===== config.mk =====
export PLATFORM = sky130hd
export DESIGN_NAME = sumador_serial_ctrl
export DESIGN_NICKNAME = d
export VERILOG_FILES = /design/src/rtl/sumador_serial_ctrl.sv
export SDC_FILE = /design/constraint.sdc
export NUM_CORES = 1
export LEC_CHECK = 0
export CAP_MARGIN = 30
export CORE_AREA = 4 4 74 59
export DETAILED_ROUTE_END_ITERATION = 10
export DIE_AREA = 0 0 78 63
export PLACE_DENSITY = 0.8
export SYNTH_ARGS = -nofsm -noshare
export SYNTH_HDL_FRONTEND = slang
export SYNTH_SLANG_ARGS = --single-unit

===== constraint.sdc =====
create_clock -name clk -period 5.84 [get_ports clk]
set_input_delay 0.876 -clock clk [delete_from_list [all_inputs] [get_ports clk]]
set_output_delay 0.876 -clock clk [all_outputs]
set_load 0.005 [all_outputs]

===== src/rtl/sumador_serial_ctrl.sv =====
// sumador_serial_ctrl: bit-serial WIDTH-bit adder sequencer. One external combinational full
// adder is reused for WIDTH cycles, LSB first. The controller holds the operands and carry,
// drives the adder inputs and shifts its sum bits into a result register.
//
// Ports:
//   clk, reset_L                 clock, asynchronous active-low reset
//   in_valid/in_ready            operand handshake (a_in, b_in, ci_in)
//   fa_a, fa_b, fa_ci            full-adder inputs (held at 0 outside ADD)
//   fa_s, fa_co                  full-adder outputs, sampled on the shifting edge
//   out_valid/out_ready          result handshake (sum, co)
//   busy                         high while an addition is in flight or being presented
module sumador_serial_ctrl #(
  parameter int unsigned WIDTH = 8,
  parameter int unsigned CNT_W = 6
) (
  input  logic             clk,
  input  logic             reset_L,
  input  logic             in_valid,
  output logic             in_ready,
  input  logic [WIDTH-1:0] a_in,
  input  logic [WIDTH-1:0] b_in,
  input  logic             ci_in,
  output logic             fa_a,
  output logic             fa_b,
  output logic             fa_ci,
  input  logic             fa_s,
  input  logic             fa_co,
  output logic             out_valid,
  input  logic             out_ready,
  output logic [WIDTH-1:0] sum,
  output logic             co,
  output logic             busy
);

  typedef enum logic [1:0] {StIdle, StAdd, StDone} state_e;

  state_e             state_q, state_d;
  logic [WIDTH-1:0]   a_q, b_q, sum_q, sum_shift, res_q;
  logic               carry_q, res_co_q;
  logic [CNT_W-1:0]   cnt_q;
  logic               accept, last_bit;

  assign accept   = (state_q == StIdle) && in_valid;
  assign last_bit = (state_q == StAdd) && (cnt_q == CNT_W'(WIDTH - 1));

  // New sum bit enters at the MSB; written this way so WIDTH=1 needs no special case.
  always_comb begin
    sum_shift            = sum_q >> 1;
    sum_shift[WIDTH-1]   = fa_s;
  end

  // State register.
  always_ff @(posedge clk or negedge reset_L) begin
    if (!reset_L) begin
      state_q <= StIdle;
    end else begin
      state_q <= state_d;
    end
  end

  // Next-state logic.
  always_comb begin
    state_d = state_q;
    unique case (state_q)
      StIdle:  if (accept) state_d = StAdd;
      StAdd:   if (last_bit) state_d = StDone;
      StDone:  if (out_ready) state_d = StIdle;
      default: state_d = StIdle;
    endcase
  end

  // Outputs decoded from state only.
  always_comb begin
    in_ready  = 1'b0;
    out_valid = 1'b0;
    busy      = 1'b0;
    fa_a      = 1'b0;
    fa_b      = 1'b0;
    fa_ci     = 1'b0;
    unique case (state_q)
      StIdle: in_ready = 1'b1;
      StAdd: begin
        busy  = 1'b1;
        fa_a  = a_q[0];
        fa_b  = b_q[0];
        fa_ci = carry_q;
      end
      StDone: begin
        busy      = 1'b1;
        out_valid = 1'b1;
      end
      default: in_ready = 1'b0;
    endcase
  end

  // Datapath. res_q/res_co_q keep the last result visible after DONE while sum_q is reused.
  always_ff @(posedge clk or negedge reset_L) begin
    if (!reset_L) begin
      a_q      <= '0;
      b_q      <= '0;
      sum_q    <= '0;
      carry_q  <= 1'b0;
      cnt_q    <= '0;
      res_q    <= '0;
      res_co_q <= 1'b0;
    end else if (accept) begin
      a_q     <= a_in;
      b_q     <= b_in;
      carry_q <= ci_in;
      sum_q   <= '0;
      cnt_q   <= '0;
    end else if (state_q == StAdd) begin
      a_q     <= a_q >> 1;
      b_q     <= b_q >> 1;
      sum_q   <= sum_shift;
      carry_q <= fa_co;
      cnt_q   <= cnt_q + CNT_W'(1);
      if (last_bit) begin
        res_q    <= sum_shift;
        res_co_q <= fa_co;
      end
    end
  end

  assign sum = res_q;
  assign co  = res_co_q;

endmodule

==> results of run 1 <==
[final cells by class]
cell class	instances	area (um^2)	area share (%)
clock inverter	2	10.01	0.4253
timing repair buffer	38	372.9	15.84
multi-input combinational	108	792.0	33.65
sequential	41	1026	43.59
inverter	4	15.01	0.6380
tap	52	65.06	2.764
clock buffer	6	72.57	3.083
[layout by cell type, fill, tap and decap left out, drive strengths merged, types with 2 or more instances in the layout]
cell,n
and2,4
nor2,13
inv,4
o21ai,18
nand2,20
clkdlybuf4s50,36
nand4,2
clkbuf,6
clkinv,2
mux2i,23
ha,5
xor2,3
nand2b,2
buf,2
dfrtp,41
mux2,10
a21oi,2
[worst max-delay path, cell delays in order (launching register included)]
cell and delay [ns]:
dfrtp_1 0.41, inv_1 0.11, ha_2 0.77, and2_1 0.24
clkdlybuf4s50_1 0.52
[metrics by stage]
step | instance area [um^2] | util [%] | setup slack [ns] | hold slack [ns] | power, mW
after floorplan | 1876 | - | 3.616 | 0.4812 | 0.7148
after global placement | 2271 | 63.26 | 2.983 | 0.4940 | 0.8341
after detailed placement | 2271 | 63.26 | 2.925 | 0.4969 | 0.8598
after CTS | 2354 | 65.56 | 2.600 | 0.5109 | 1.038
after global routing | 2354 | 65.56 | 2.528 | 0.5316 | 1.107
final | 2354 | 65.56 | 2.627 | 0.5069 | 1.026
[metal layers]
layer / wire length, um / vias to the layer above
met5: 0 / -
met4: 73 / 0
met3: 155 / 7
met2: 1564 / 27
met1: 1522 / 598
li1: - / 618
[worst min-delay path by stage]
stage                         start  cells past startpoint                  to
2_1_floorplan  sum_q[1]$_DFFE_PN0P_                      1  sum[0]$_DFFE_PN0P_
3_3_place_gp   sum_q[1]$_DFFE_PN0P_                      1  sum[0]$_DFFE_PN0P_
3_5_place_dp     sum[0]$_DFFE_PN0P_                      1  sum[0]$_DFFE_PN0P_
4_1_cts          sum[0]$_DFFE_PN0P_                      1  sum[0]$_DFFE_PN0P_
5_1_grt              co$_DFFE_PN0P_                      1      co$_DFFE_PN0P_
6_report         sum[0]$_DFFE_PN0P_                      1  sum[0]$_DFFE_PN0P_
[flip-flops by register name (all words and copies together), names as in the netlist]
signal and cells:
b_q 8, sum 8, carry_q 1, sum_q 7, co 1, state_q 2
a_q 8, cnt_q 6
[cells by family (layout without fill, tap and decap cells)]
| logic type | Yosys count | after routing | share of synthesized area (%) |
|---|---|---|---|
| simple gates | 44 | 44 | 10.67 |
| flops | 41 | 41 | 54.70 |
| mux | 33 | 33 | 20.08 |
| compound gates | 22 | 22 | 6.138 |
| buf+inv | 14 | 50 | 3.202 |
| fa+ha+maj | 5 | 5 | 3.336 |
| xor+xnor | 4 | 4 | 1.868 |
[power groups by stage]
stage	clock network (mW)	logic, mW	registers [mW]
after global placement	0	0.388	0.446
final	0.177	0.402	0.447
after detailed placement	0	0.406	0.454
after floorplan	0	0.277	0.438
after CTS	0.181	0.409	0.448
after global routing	0.192	0.452	0.464
==> impl_metrics.py, run 1 <==
metrics = {
    "cts": {
        "clock_latency_ns": 0.29,
        "ctsHoldBuffers": 0,
        "cts_buffer_depth": 2,
        "post-cts-setup-buffer-count": 0,
        "tritoncts": "built",
        "cts_resized": 0,
        "cts_made_buffers": 5,
        "clk_pin_slew_ns": 0.07,
        "clock-root-buffer": "clkbuf_8",
        "h-tree-depth": 2,
        "cts.sinks": 41,
    },
    "timing": {
        "setup_viol_count_final": 0,
        "period_minus_slack_ns": 3.213,
        "hold_violations": 0,
        "slew_viol_final": 0,
        "clock.fmax_mhz": 311.3,
        "grt_setup_unrepaired": "no",
        "setup_tns_ns": 0,
        "finalCritPeriodShare_pct": 55.01,
        "worst_pin_slew_ns": 0.8811,
        "relSlewSlack_pct": 41.26,
        "final.setup_skew_ns": 0.004159,
    },
    "logic_synthesis": {
        "synth_area_mm2": 0.001876,
        "synth_top_flop_cell": "dfrtp_1",
        "netlist_instances": 163,
        "synth_common_cells": "41 x dfrtp_1, 23 x mux2i_1, 20 x nand2_1",
        "synth.distinct_cells": 23,
        "yosysTopAreaCell": "dfrtp_1",
        "synth.top_cell.area_share_pct": 54.70,
        "yosys_warnings": 0,
        "post-synth-top-count-cell": "dfrtp_1",
        "synth-edff-count": 0,
        "syn_area_per_cell_um2": 11.51,
        "yosysSeqAreaShare_pct": 54.70,
        "ys_seq_elements": 41,
        "synthesis.nets": 191,
        "synthTopCellsByArea": "dfrtp_1 55%, mux2i_1 12%, mux2_4 7.2%, o21ai_0 4.8%, nand2_1 4.0%",
        "async_flop_share_pct": 100.0,
    },
    "finish": {
        "fin_nets": 226,
        "area.growth.synth_to_final_pct": 25.48,
        "layout.cells.non_filler": 251,
        "num_antenna_cells": 0,
        "drive_gt1_share_pct": 10.55,
        "filler_cell_count": 283,
    },
    "global_routing": {
        "grt.busiest_layer": "met2",
        "overflow": 0,
        "grt_max_degree": 49,
        "grtUsageMet2_pct": 24.47,
        "grt_pass1_vias": 1285,
        "grt_antenna_before_repair": 0,
        "grt.total_usage_pct": 14.81,
        "met1_usage_pct": 17.94,
        "grt_pass1_wl_um": 5699,
        "use_met3_pct": 4.179,
    },
    "worst_setup_path": {
        "arrival_ns": 2.34,
        "crit_start": "state_q[1]$_DFFE_PN0P_",
        "critical_path_peak_fanout": 35,
        "criticalPathCategory": "reg -> out",
        "r2r_start": "state_q[1]$_DFFE_PN0P_",
        "rr_worst_depth": 4,
        "cp-start-kind": "flop",
        "crit_path_end": "fa_a",
        "reg2reg_slack_ns": 3.35,
        "cp.required_ns": 4.96,
        "r2r_end": "sum[0]$_DFFE_PN0P_",
        "crit_path_end_kind": "output port",
    },
    "drt": {
        "num_vias": 1250,
        "drt-initial-drc-count": 76,
        "wl_per_cell_um": 13.21,
        "drc": 0,
        "dr.pass1.iters": 4,
        "viasPerCell": 4.980,
        "wirelength_um": 3316,
        "ant_nets": 0,
    },
    "pwr": {
        "swShare_pct": 33.16,
        "clkPwrFrac_pct": 17.2,
        "ir_drop_mv": 0.2227,
        "intPower_mw": 0.6859,
        "seq_power_share_pct": 43.6,
        "p_sw_mw": 0.3403,
        "power-per-cell-area_mw_per_mm2": 436.0,
        "leakage_nw": 1.119,
        "combPwrFrac_pct": 39.2,
    },
    "flow_run": {
        "maxCapViolCount": 0,
    },
    "run_status": {
        "status": "completed",
    },
    "place": {
        "dp.cells": 243,
        "place_congestion": 0.7422,
        "port_buffers": 37,
        "dp_hpwl_um": 2274,
    },
    "floorplan": {
        "start_util_pct": 52.25,
        "fp.coreArea_mm2": 0.003590,
        "die_h_um": 63,
        "std_cell_rows": 19,
        "die_x_um": 78,
        "dieArea_mm2": 0.004914,
        "io_pins": 38,
    },
    "worst_hold_path": {
        "min_path_type": "reg -> reg",
    },
}
Power figures use the tool's default switching activity.
==> inputs of run 2 (changes only) <==
CORE_AREA = 4 4 76 61   (was 4 4 74 59)
DIE_AREA = 0 0 80 65   (was 0 0 78 63)
PLACE_DENSITY = 0.76   (was 0.8)
clock period = 3.32 ns   (was 5.84 ns; I/O delays follow)
==> run 2 against run 1 <==
Effect of this change: count of clock-buffer cells in the layout increased by 1; register-to-register slack got worse by 2.3 ns; via count increased by 0.80%; routed wire length increased by 3.3%; total power increased by 78%; sequential cell count unchanged; final cell count increased by 1.2%; clock skew about the same; critical endpoint is now fa_ci; largest power group unchanged; highest routed layer unchanged.
==> impl_metrics.py, run 2 (synthesis results as in run 1) <==
metrics = {
    "run_status": {
        "status": "completed",
    },
    "timing": {
        "finalCritPeriodShare_pct": 75.98,
        "period_minus_slack_ns": 2.523,
        "setup_viol_count_final": 0,
        "final.setup_skew_ns": 0.004424,
        "grt_setup_unrepaired": "no",
        "worst_pin_slew_ns": 0.9062,
        "relSlewSlack_pct": 39.59,
        "clock.fmax_mhz": 396.4,
        "slew_viol_final": 0,
        "setup_tns_ns": 0,
        "hold_violations": 0,
    },
    "worst_setup_path": {
        "criticalPathCategory": "reg -> out",
        "r2r_start": "state_q[1]$_DFFE_PN0P_",
        "cp-start-kind": "flop",
        "arrival_ns": 2.02,
        "critical_path_peak_fanout": 20,
        "crit_path_max_incr_delay_ns": 0.51,
        "cp.required_ns": 2.82,
        "crit_chain": "inv_1 -> ha_2 -> and2_1 -> clkdlybuf4s50_1",
        "crit_slowest_cell": "ha_2",
        "crit_path_end_kind": "output port",
        "crit_start": "state_q[1]$_DFFE_PN0P_",
    },
    "floorplan": {
        "std_cell_rows": 20,
        "die_h_um": 65,
        "die_x_um": 80,
        "fp.coreArea_mm2": 0.003904,
        "io_pins": 38,
        "dieArea_mm2": 0.005200,
        "start_util_pct": 48.04,
    },
    "cts": {
        "clk_pin_slew_ns": 0.07,
        "cts.sinks": 41,
        "tritoncts": "built",
        "cts_buffer_depth": 2,
        "clock-root-buffer": "clkbuf_8",
        "post-cts-setup-buffer-count": 0,
        "cts_resized": 0,
        "h-tree-depth": 2,
        "cts_made_buffers": 5,
        "clock_latency_ns": 0.28,
        "ctsHoldBuffers": 0,
    },
    "global_routing": {
        "grt_max_degree": 48,
        "grt_pass1_vias": 1312,
        "overflow": 0,
        "grt_pass1_wl_um": 5782,
        "grt.total_usage_pct": 14.45,
        "grt_antenna_before_repair": 0,
    },
    "finish": {
        "layout_common_cells": "41 x dfrtp_1, 36 x clkdlybuf4s50_1, 23 x mux2i_1",
        "final_common_cell": "dfrtp_1",
        "num_antenna_cells": 0,
        "drive_gt1_share_pct": 10.55,
        "final-seq-area_mm2": 0.001026,
        "fin_util_pct": 60.67,
        "area.growth.synth_to_final_pct": 26.28,
        "multi_input_area_um2": 792.0,
        "layout.cells.non_filler": 254,
        "fin_nets": 227,
        "filler_cell_count": 331,
    },
    "pwr": {
        "power-per-cell-area_mw_per_mm2": 772.2,
        "power_mw": 1.829,
        "leakage_nw": 1.123,
        "ir_drop_mv": 0.2985,
    },
    "drt": {
        "ant_nets": 0,
        "wirelength_um": 3426,
        "dr.pass1.iters": 4,
        "drc": 0,
        "viasPerCell": 4.961,
        "drt-initial-drc-count": 77,
        "wl_per_cell_um": 13.49,
        "num_vias": 1260,
    },
    "flow_run": {
        "maxCapViolCount": 0,
    },
    "place": {
        "dp.cells": 247,
        "port_buffers": 37,
        "dp_hpwl_um": 2402,
        "place_congestion": 0.6986,
    },
    "worst_hold_path": {
        "min_path_type": "in -> async",
    },
}
[run 2: final cells by class]
class	count	share of cell area (%)
clock buffers	7	3.645
repair buffers	39	16.06
flip-flops and latches	41	43.32
multi-input cells	108	33.44
well taps	55	2.905
inverters	4	0.6339
[run 2: report_power, final]
group | switching (mW) | internal, mW | total, mW
Combinational | 0.340 | 0.387 | 0.727
Clock | 0.150 | 0.165 | 0.315
Sequential | 0.109 | 0.679 | 0.788
Total | 0.599 | 1.23 | 1.83
[run 2: final timing paths]
check / to / slack, ns / depth (start not counted)
min in group clk: sum[0]$_DFFE_PN0P_ / 0.51 / 1
setup / recovery: fa_ci / 0.80 / 4
max in group asynchronous: a_q[2]$_DFFE_PN0P_ / 2.42 / 1
hold / removal: sum[4]$_DFFE_PN0P_ / 0.35 / 1
setup reg to reg: cnt_q[5]$_DFFE_PN0P_ / 1.04 / 6
hold reg to reg: sum[0]$_DFFE_PN0P_ / 0.51 / 1
[run 2: routing by layer]
layer / track usage [%] / routed length, um / vias to the layer above
li1: - / - / 623
met1: 17.35 / 1588 / 601
met2: 24.07 / 1637 / 31
met3: 4.861 / 166 / 5
met4: 5.274 / 34 / 0
met5: 0 / 0 / -
[run 2: per-stage QoR]
stage               hold WS [ns]  setup slack, ns  area, um^2
global placement          0.4971            1.153        2282
global route              0.4125           0.6600        2369
CTS                       0.3673           0.7952        2369
floorplan                 0.2024            1.375        1876
finish                    0.3485           0.7975        2369
detailed placement        0.4971            1.057        2282
[run 2: critical path, delay by kind of cell, from the launching register on]
family	cells	cell delay, ns
adder cells (fa/ha/maj)	1	0.51
buffers and inverters	2	0.61
flip-flops	1	0.41
AND/OR/NAND/NOR	1	0.21
==> inputs of run 3 (changes only) <==
clock period = 2.38 ns   (was 3.32 ns; I/O delays follow)
==> run 3 against run 2 <==
Effect of this change: global-route usage up 0.12 points; non-clock buffer count up 1; highest routed layer unchanged; critical path depth up 1; final cell count up 0.39%; routed wire length down 0.93%; combinational power up 37%; sequential power up 40%.
==> impl_metrics.py, run 3 (synthesis results as in run 1) <==
metrics = {
    "run_status": {
        "status": "completed",
    },
    "worst_setup_path": {
        "cp-start-kind": "flop",
        "critical_path_peak_fanout": 9,
        "reg2reg_slack_ns": 0.21,
        "crit_path_end_kind": "flop",
        "rr_worst_depth": 5,
        "r2r_end": "sum[5]$_DFFE_PN0P_",
        "cp.required_ns": 2.56,
        "arrival_ns": 2.36,
        "criticalPathCategory": "reg -> reg",
        "r2r_start": "cnt_q[0]$_DFFE_PN0P_",
    },
    "timing": {
        "clock.fmax_mhz": 459.9,
        "setup_tns_ns": 0,
        "hold_violations": 0,
        "grt_setup_unrepaired": "no",
        "relSlewSlack_pct": 40.87,
        "worst_pin_slew_ns": 0.8869,
        "layout_setup_ws_ns": 0.2055,
        "period_minus_slack_ns": 2.174,
        "final.setup_skew_ns": 0.004260,
        "finalCritPeriodShare_pct": 91.36,
        "setup_viol_count_final": 0,
        "slew_viol_final": 0,
    },
    "finish": {
        "final-seq-area_mm2": 0.001026,
        "drive_gt1_share_pct": 11.00,
        "layout_common_cells": "41 x dfrtp_1, 36 x clkdlybuf4s50_1, 23 x mux2i_1",
        "area.growth.synth_to_final_pct": 26.68,
        "multi_input_area_um2": 792.0,
        "layout.cells.non_filler": 255,
        "filler_cell_count": 333,
        "num_antenna_cells": 0,
        "final_common_cell": "dfrtp_1",
        "fin_nets": 228,
    },
    "cts": {
        "clock_latency_ns": 0.29,
        "clk_pin_slew_ns": 0.07,
        "cts_resized": 0,
        "h-tree-depth": 2,
        "cts_buffer_depth": 2,
        "ctsHoldBuffers": 0,
        "post-cts-setup-buffer-count": 0,
        "cts.sinks": 41,
        "tritoncts": "built",
        "cts_made_buffers": 5,
        "clock-root-buffer": "clkbuf_8",
    },
    "floorplan": {
        "die_h_um": 65,
        "start_util_pct": 48.04,
        "dieArea_mm2": 0.005200,
        "std_cell_rows": 20,
        "die_x_um": 80,
        "fp.coreArea_mm2": 0.003904,
        "io_pins": 38,
    },
    "drt": {
        "wirelength_um": 3394,
        "dr.pass1.iters": 4,
        "num_vias": 1267,
        "drc": 0,
        "wl_per_cell_um": 13.31,
        "ant_nets": 0,
        "viasPerCell": 4.969,
        "drt-initial-drc-count": 70,
    },
    "place": {
        "dp.cells": 248,
        "port_buffers": 37,
        "pre_cts_slack_ns": 0.2097,
        "dp_hpwl_um": 2440,
        "place_congestion": 0.6796,
    },
    "flow_run": {
        "maxCapViolCount": 0,
    },
    "global_routing": {
        "grt_antenna_before_repair": 0,
        "overflow": 0,
        "grt_max_degree": 48,
        "grt.total_usage_pct": 14.58,
        "grt_pass1_wl_um": 5878,
        "grt_pass1_vias": 1284,
    },
    "pwr": {
        "leakage_nw": 1.128,
        "power-per-cell-area_mw_per_mm2": 1078,
        "ir_drop_mv": 0.4361,
        "power_mw": 2.560,
    },
    "worst_hold_path": {
        "min_path_type": "in -> async",
    },
}
-- run 3: worst max-delay path by stage --
stage | from | endpoint | slack, ns | cells after the start
3_5_place_dp | cnt_q[0]$_DFFE_PN0P_ | sum[4]$_DFFE_PN0P_ | 0.21 | 5
2_1_floorplan | cnt_q[0]$_DFFE_PN0P_ | co$_DFFE_PN0P_ | 0.44 | 6
6_report | cnt_q[0]$_DFFE_PN0P_ | sum[5]$_DFFE_PN0P_ | 0.21 | 5
4_1_cts | cnt_q[0]$_DFFE_PN0P_ | sum[4]$_DFFE_PN0P_ | 0.20 | 5
5_1_grt | cnt_q[0]$_DFFE_PN0P_ | sum[3]$_DFFE_PN0P_ | 0.12 | 5
3_3_place_gp | cnt_q[0]$_DFFE_PN0P_ | co$_DFFE_PN0P_ | 0.24 | 5
-- run 3: worst max-delay path, stage by stage, from the launching register on --
cell	delay (ns)
dfrtp_1	0.39
ha_1	0.20
nand2_1	0.06
or4_4	0.42
or3b_1	0.61
mux2_4	0.38
-- run 3: metal layers --
metal / part of all wire [%] / GRT usage (%) / vias to the layer above
met5: 0 / 0 / -
met3: 4.7 / 4.306 / 9
met4: 2.8 / 6.751 / 0
met2: 48 / 23.24 / 36
met1: 44 / 18.17 / 601
li1: - / - / 621
-- run 3: report_power, final --
group | internal (mW) | leakage [nW] | switching (mW)
registers | 0.946 | 0.538 | 0.154
clock network | 0.230 | 0.0443 | 0.230
logic | 0.545 | 0.546 | 0.454
total | 1.72 | 1.13 | 0.839
-- run 3: stage by stage --
step,hold WS (ns),area (um^2),util (%)
CTS,0.2115,2376,60.87
floorplan,0.06141,1876,-
global route,0.2611,2376,60.87
detailed placement,0.5007,2290,58.65
global placement,0.4962,2290,58.65
finish,0.1801,2376,60.87
-- run 3: area by class of cell --
cell class | count | share of cell area [%]
clock buffers | 7 | 3.633
inverters | 4 | 0.6319
multi-input cells | 108 | 33.33
flip-flops and latches | 41 | 43.18
well taps | 55 | 2.896
repair buffers | 40 | 16.32
